--- config.mk ---
export PLATFORM = sky130hd
export DESIGN_NAME = alu_writeback_unit
export DESIGN_NICKNAME = d
export VERILOG_FILES = /design/src/rtl/alu_writeback_unit.sv
export SDC_FILE = /design/constraint.sdc
export NUM_CORES = 1
export LEC_CHECK = 0
export ABC_AREA = 0
export BUFFER_PORTS_ARGS = -buffer_cell sky130_fd_sc_hd__buf_4
export CAP_MARGIN = 5
export CORE_ASPECT_RATIO = 1.5
export CORE_MARGIN = 1
export CORE_UTILIZATION = 47
export DETAILED_ROUTE_END_ITERATION = 10
export SLEW_MARGIN = 30
export SYNTH_ARGS = -nofsm -noshare
export SYNTH_HDL_FRONTEND = slang
export SYNTH_SLANG_ARGS = --single-unit
--- constraint.sdc ---
create_clock -name clk -period 4.5 [get_ports clk]
set_input_delay 0.225 -clock clk [delete_from_list [all_inputs] [get_ports clk]]
set_output_delay 0.225 -clock clk [all_outputs]
set_load 0.01 [all_outputs]
--- src/rtl/alu_writeback_unit.sv ---
// alu_writeback_unit: single-issue ALU with a serial shift-add multiplier.
// Results leave through a one-cycle write-back to the register bank.
//
// state | meaning
// IDLE  | ready to accept a new operation
// MUL   | shift-add multiply, one multiplier bit per cycle
// WB    | one-cycle write-back of result, address and flags
module alu_writeback_unit #(
  parameter int WIDTH = 8
) (
  input  logic             clk,
  input  logic             rst_n,
  input  logic             in_valid,
  output logic             in_ready,
  input  logic [2:0]       opcode,
  input  logic [WIDTH-1:0] rs1_data,
  input  logic [WIDTH-1:0] rs2_data,
  input  logic [1:0]       rd,
  output logic             wb_en,
  output logic [1:0]       wb_reg,
  output logic [WIDTH-1:0] wb_data,
  output logic             zero_flag,
  output logic             carry_flag,
  output logic             busy
);

  localparam int CNT_W = $clog2(WIDTH + 1);

  localparam logic [2:0] OP_ADD = 3'b000;
  localparam logic [2:0] OP_SUB = 3'b001;
  localparam logic [2:0] OP_AND = 3'b010;
  localparam logic [2:0] OP_OR  = 3'b011;
  localparam logic [2:0] OP_XOR = 3'b100;
  localparam logic [2:0] OP_SHL = 3'b101;
  localparam logic [2:0] OP_SHR = 3'b110;
  localparam logic [2:0] OP_MUL = 3'b111;

  typedef enum logic [1:0] {
    S_IDLE = 2'd0,
    S_MUL  = 2'd1,
    S_WB   = 2'd2
  } state_t;

  state_t               state_q;
  state_t               state_d;
  logic                 accept;
  logic                 mul_last;
  logic [WIDTH-1:0]     alu_res;
  logic                 alu_carry;
  logic [2*WIDTH-1:0]   mul_acc_q;
  logic [2*WIDTH-1:0]   mul_mcand_q;
  logic [WIDTH-1:0]     mul_mplier_q;
  logic [CNT_W-1:0]     mul_cnt_q;
  logic [2*WIDTH-1:0]   acc_next;
  logic [1:0]           rd_q;

  assign accept   = in_valid && in_ready;
  // Down-counter reaches terminal count on the last multiplier bit.
  assign mul_last = (mul_cnt_q == CNT_W'(1));
  assign acc_next = mul_mplier_q[0] ? (mul_acc_q + mul_mcand_q) : mul_acc_q;

  always_ff @(posedge clk or negedge rst_n) begin
    if (!rst_n) begin
      state_q <= S_IDLE;
    end else begin
      state_q <= state_d;
    end
  end

  always_comb begin
    state_d = state_q;
    case (state_q)
      S_IDLE:  if (accept) state_d = (opcode == OP_MUL) ? S_MUL : S_WB;
      S_MUL:   if (mul_last) state_d = S_WB;
      S_WB:    state_d = S_IDLE;
      default: state_d = S_IDLE;
    endcase
  end

  always_comb begin
    in_ready = (state_q == S_IDLE);
    wb_en    = (state_q == S_WB);
    busy     = (state_q != S_IDLE);
  end

  // Single-cycle operations; MUL is handled by the serial datapath below.
  always_comb begin
    alu_res   = '0;
    alu_carry = 1'b0;
    case (opcode)
      OP_ADD: {alu_carry, alu_res} = {1'b0, rs1_data} + {1'b0, rs2_data};
      OP_SUB: begin
        alu_res   = rs1_data - rs2_data;
        alu_carry = (rs1_data < rs2_data);
      end
      OP_AND:  alu_res = rs1_data & rs2_data;
      OP_OR:   alu_res = rs1_data | rs2_data;
      OP_XOR:  alu_res = rs1_data ^ rs2_data;
      OP_SHL:  alu_res = rs1_data << rs2_data[2:0];
      OP_SHR:  alu_res = rs1_data >> rs2_data[2:0];
      default: alu_res = '0;
    endcase
  end

  // Write-back registers only change on entry to WB so they hold otherwise.
  always_ff @(posedge clk or negedge rst_n) begin
    if (!rst_n) begin
      wb_reg       <= '0;
      wb_data      <= '0;
      zero_flag    <= 1'b0;
      carry_flag   <= 1'b0;
      rd_q         <= '0;
      mul_acc_q    <= '0;
      mul_mcand_q  <= '0;
      mul_mplier_q <= '0;
      mul_cnt_q    <= '0;
    end else if (accept) begin
      rd_q <= rd;
      if (opcode == OP_MUL) begin
        mul_acc_q    <= '0;
        mul_mcand_q  <= {{WIDTH{1'b0}}, rs1_data};
        mul_mplier_q <= rs2_data;
        mul_cnt_q    <= CNT_W'(WIDTH);
      end else begin
        wb_reg     <= rd;
        wb_data    <= alu_res;
        carry_flag <= alu_carry;
        zero_flag  <= (alu_res == '0);
      end
    end else if (state_q == S_MUL) begin
      mul_acc_q    <= acc_next;
      mul_mcand_q  <= mul_mcand_q << 1;
      mul_mplier_q <= mul_mplier_q >> 1;
      mul_cnt_q    <= mul_cnt_q - CNT_W'(1);
      if (mul_last) begin
        wb_reg     <= rd_q;
        wb_data    <= acc_next[WIDTH-1:0];
        carry_flag <= |acc_next[2*WIDTH-1:WIDTH];
        zero_flag  <= (acc_next[WIDTH-1:0] == '0);
      end
    end
  end

endmodule
==> results list <==
- Setup repair after global routing left no endpoint under its margin.
- Total of hold buffers inserted after clock tree synthesis: 0
- Using the TritonRoute via totals, the vias-per-cell ratio works out to 6.32.
* Category of the critical setup timing path: reg2reg
- Number of sinks handled by clock tree synthesis: 60
- Antenna violations before repair: 0
- Number of maximum-capacitance violations: 0
- Core Box Area: approximately 11000 um2
* Diodes inserted: 0
- 1st-iter DRT viols: 188
- Vias in the first global route: 4904
* Number of flops mapped to enable cells by yosys: 0
- The cell count after synthesis came out at ~620.
* Starting utilization of the core area: 48.1%
- Max stage delay on crit path: roughly 0.46 ns
* Warnings from Yosys: 0
- Setup violations remaining at the end of the flow were counted as 0.
- Maximum clock path buffer count: 2
- Horizontal extent of the die: 88.6 um
* Lkg Pwr: 2.64 nW
* Slowest library cell on the worst path: sky130_fd_sc_hd__o311ai_1
* Count of TritonRoute iterations in the first routing pass: 5
- Once layout is complete, the cells apart from fillers number between 700 and 800.
- Worst Max-Slew Pin Slew: between 0.7 and 0.8 ns
* Die footprint: 11700 um2
* Worst-skew pair later-pin latency: 0.34 ns
* Leading registers by flop count: mul_acc_q x16, mul_mcand_q x16
* Synth top area share: roughly 28%
- In this run the power density over the cells is 643 nW/um2.
* Share of synthesized registers carrying an async set or reset: 100%
- Clock-pin slew was measured on the worst setup and hold paths at 0.05 ns.
* Max Transition Viols Final: 0
* Worst hold-check slack: -0.0438 ns
- Measured against its own limit, the worst slew margin works out to a little under half.
* Syn_nets: 684
* Buffer count from post-CTS setup fixing: 0
- STA puts the critical path data required time at between 4 and 5 ns.
- DR DRC count: 0
- Before CTS, the worst setup slack after placement is 1.67 ns.
- Top FF cell, synth: sky130_fd_sc_hd__dfrtp_1
- Setup TNS: 0 ns
- H-tree depth: 3
* Biggest area consumer among synthesized cells: sky130_fd_sc_hd__dfrtp_1
- Detailed Place HPWL: 12700 um
* Total clock buffers created by CTS: 9
* Share of the clock period used by the worst path after layout: 61.8%
- Cells with a size suffix above 1 make up 12.7% of the layout.
- Measured along the y axis, the die boundary spans 132 um.
* Final worst slack: between 1.5 and 2 ns
* Final design instance area without fill: 5950 um2
* Area growth from synthesis to final layout: 12.3%
- Total routed wirelength: 16900 um
- Count of input and output buffers: 38
* Run status: finished, violations left
- Synthesized flop and latch total: 60
* Residual overflow from global routing: 0
- Placer's final routability congestion estimate: ~0.93
- The routed layout has 4951 vias.
* Library cell used as clock root buffer: sky130_fd_sc_hd__clkbuf_16
- After detailed routing, the average wire length per cell comes to around 22 um.
- Placed cell areas: between 5000 and 6000 um2
- Pin placement for this block handled 39 I/O pins.
* Crit. End Element: flip-flop
* Remaining antenna violation count after routing: 0
- Cells along the critical path: ha_1 -> fa_1 -> a21oi_1 -> nor3_1 -> o311ai_1 -> nand2b_1 -> xor2_1 -> o21ai_0 -> a41oi_1
- The number of hold violations in the final report came to 59.
- The initialized floorplan defines 47 standard-cell rows.
- Of all nets on the critical path, the largest fanout is 4.
- The first global-routing pass estimated between 20000 and 30000 um of wire.
* CTS tree: yes
- Clock skew on the completed layout was measured at 0.00991 ns.
- Gr usage total: a little under a third
- Sequential fraction of the synthesis area: 28.4%
- Cell area after synthesis: 5290 um2
- Number of distinct library cell variants in the gate-level netlist after synthesis: 74
- Entering global routing, the biggest net connects 61 pins.
* Sum of internal, switching and leakage power: 3.82 mW
- The worst-case IR drop observed on VDD is 271 uV.
* Placed instance count: 767
- Based on the critical path, the design can be clocked at up to 0.360 GHz.
- For this run, the post-layout net count is 700.
- Post_cts resized: 0
- Data arrival time at the worst-slack endpoint: 2.98 ns
- The checks that failed: hold timing.
- Final core utilization: 54.1%
- Top post-synthesis cells by area: sky130_fd_sc_hd__dfrtp_1 (28%), sky130_fd_sc_hd__ha_1 (9.9%), sky130_fd_sc_hd__mux2i_1 (5.3%), sky130_fd_sc_hd__a21oi_1 (4.5%), sky130_fd_sc_hd__o21ai_0 (4.3%)
- Startpoint type of the worst setup path: flip-flop
- Final min period: 2.78 ns
- Worst min-delay path class: in2async
- A synthesized cell averages ~8.6 um2.
==> logic make-up (layout without fill, tap and decap cells) <==
family	Yosys count	count (layout)	synth area share, %
and+or+nand+nor	198	198	19.3
AOI/OAI and AO/OA	188	188	23.3
buffers and inverters	68	89	5.51
DFF	60	60	28.4
adders and majority gates	45	45	11.1
muxes	43	43	10.3
xor gates and xnor gates	13	13	2.15
==> metal layers <==
layer	up-vias	share of wire, %	global-route usage [%]
met5	-	0	0
met4	0	6.9	20.1
met1	2396	36	31.5
met3	70	3.7	5.20
li1	2314	-	-
met2	171	53	53.6
==> Yosys cell counts (3+ instances only) <==
cell                        n
sky130_fd_sc_hd__buf_2      8
sky130_fd_sc_hd__a211oi_1  13
sky130_fd_sc_hd__nand2b_1   8
sky130_fd_sc_hd__buf_4      3
sky130_fd_sc_hd__nand2_1   52
sky130_fd_sc_hd__inv_1     28
sky130_fd_sc_hd__nor2_1    43
sky130_fd_sc_hd__nor3_1    18
sky130_fd_sc_hd__dfrtp_1   60
sky130_fd_sc_hd__and4b_1    3
sky130_fd_sc_hd__o211ai_1   6
sky130_fd_sc_hd__o21ai_0   45
sky130_fd_sc_hd__mux2_2     7
sky130_fd_sc_hd__o21bai_1   3
sky130_fd_sc_hd__nand3_1   16
sky130_fd_sc_hd__ha_1      42
sky130_fd_sc_hd__nand4_1    8
sky130_fd_sc_hd__mux2i_1   28
sky130_fd_sc_hd__nand3b_1   9
sky130_fd_sc_hd__clkbuf_1  24
sky130_fd_sc_hd__a211o_1    3
sky130_fd_sc_hd__a22oi_1    6
sky130_fd_sc_hd__a21oi_1   48
sky130_fd_sc_hd__and2_1     6
sky130_fd_sc_hd__xor2_1     6
sky130_fd_sc_hd__o2111a_1   3
sky130_fd_sc_hd__nor3b_1    3
sky130_fd_sc_hd__o21a_1     4
sky130_fd_sc_hd__nor2b_1   11
sky130_fd_sc_hd__o31ai_1    6
sky130_fd_sc_hd__o22ai_1    4
sky130_fd_sc_hd__mux4_2     6
sky130_fd_sc_hd__or3_1      5
sky130_fd_sc_hd__xnor2_1    7
sky130_fd_sc_hd__a21o_1     8
sky130_fd_sc_hd__o32ai_1    5
sky130_fd_sc_hd__o221ai_1   3
sky130_fd_sc_hd__o21ai_1    5
sky130_fd_sc_hd__a32o_1     4
sky130_fd_sc_hd__fa_1       3
==> final timing paths <==
check                             start        endpoint  slack [ns]  depth (start not counted)
max in group asynchronous         rst_n  mul_mcand_q[6]        4.02                          1
min in group clk                  rd[0]         rd_q[0]        0.14                          2
max reg2reg                mul_acc_q[0]      carry_flag        1.72                          9
max                        mul_acc_q[0]      carry_flag        1.72                          9
min                               rst_n      wb_data[5]       -0.04                          1
min reg2reg                  wb_data[3]      wb_data[3]        0.48                          1
==> cell type report <==
cell class	instances	area (um2)
clock buffer	10	229
clock inverter	6	87.6
fill	1102	5050
inverter	30	113
multi-input combinational	487	3510
sequential	60	1500
tap	147	184
timing repair buffer	43	323
==> where the power goes <==
| part | switching, mW | internal [mW] |
|---|---|---|
| logic | 1.25 | 0.842 |
| clock network | 0.259 | 0.485 |
| registers | 0.220 | 0.773 |
==> critical path: cells and delay by family, from the launching register on <==
kind | cells | cell delay (ns)
and+or+nand+nor | 2 | 0.25
xor gates and xnor gates | 1 | 0.17
AOI/OAI and AO/OA | 4 | 1.14
adders and majority gates | 2 | 0.68
DFF | 1 | 0.40
==> cell usage in the layout, fill, tap and decap left out, types with 13 or more instances in the layout <==
| cell type | n |
|---|---|
| sky130_fd_sc_hd__dfrtp_1 | 60 |
| sky130_fd_sc_hd__nand3_1 | 16 |
| sky130_fd_sc_hd__nor3_1 | 18 |
| sky130_fd_sc_hd__nor2_1 | 43 |
| sky130_fd_sc_hd__a211oi_1 | 13 |
| sky130_fd_sc_hd__buf_4 | 43 |
| sky130_fd_sc_hd__inv_1 | 28 |
| sky130_fd_sc_hd__a21oi_1 | 48 |
| sky130_fd_sc_hd__nand2_1 | 52 |
| sky130_fd_sc_hd__mux2i_1 | 28 |
| sky130_fd_sc_hd__o21ai_0 | 45 |
| sky130_fd_sc_hd__ha_1 | 42 |
No activity file was read; power rests on OpenSTA's default activity.
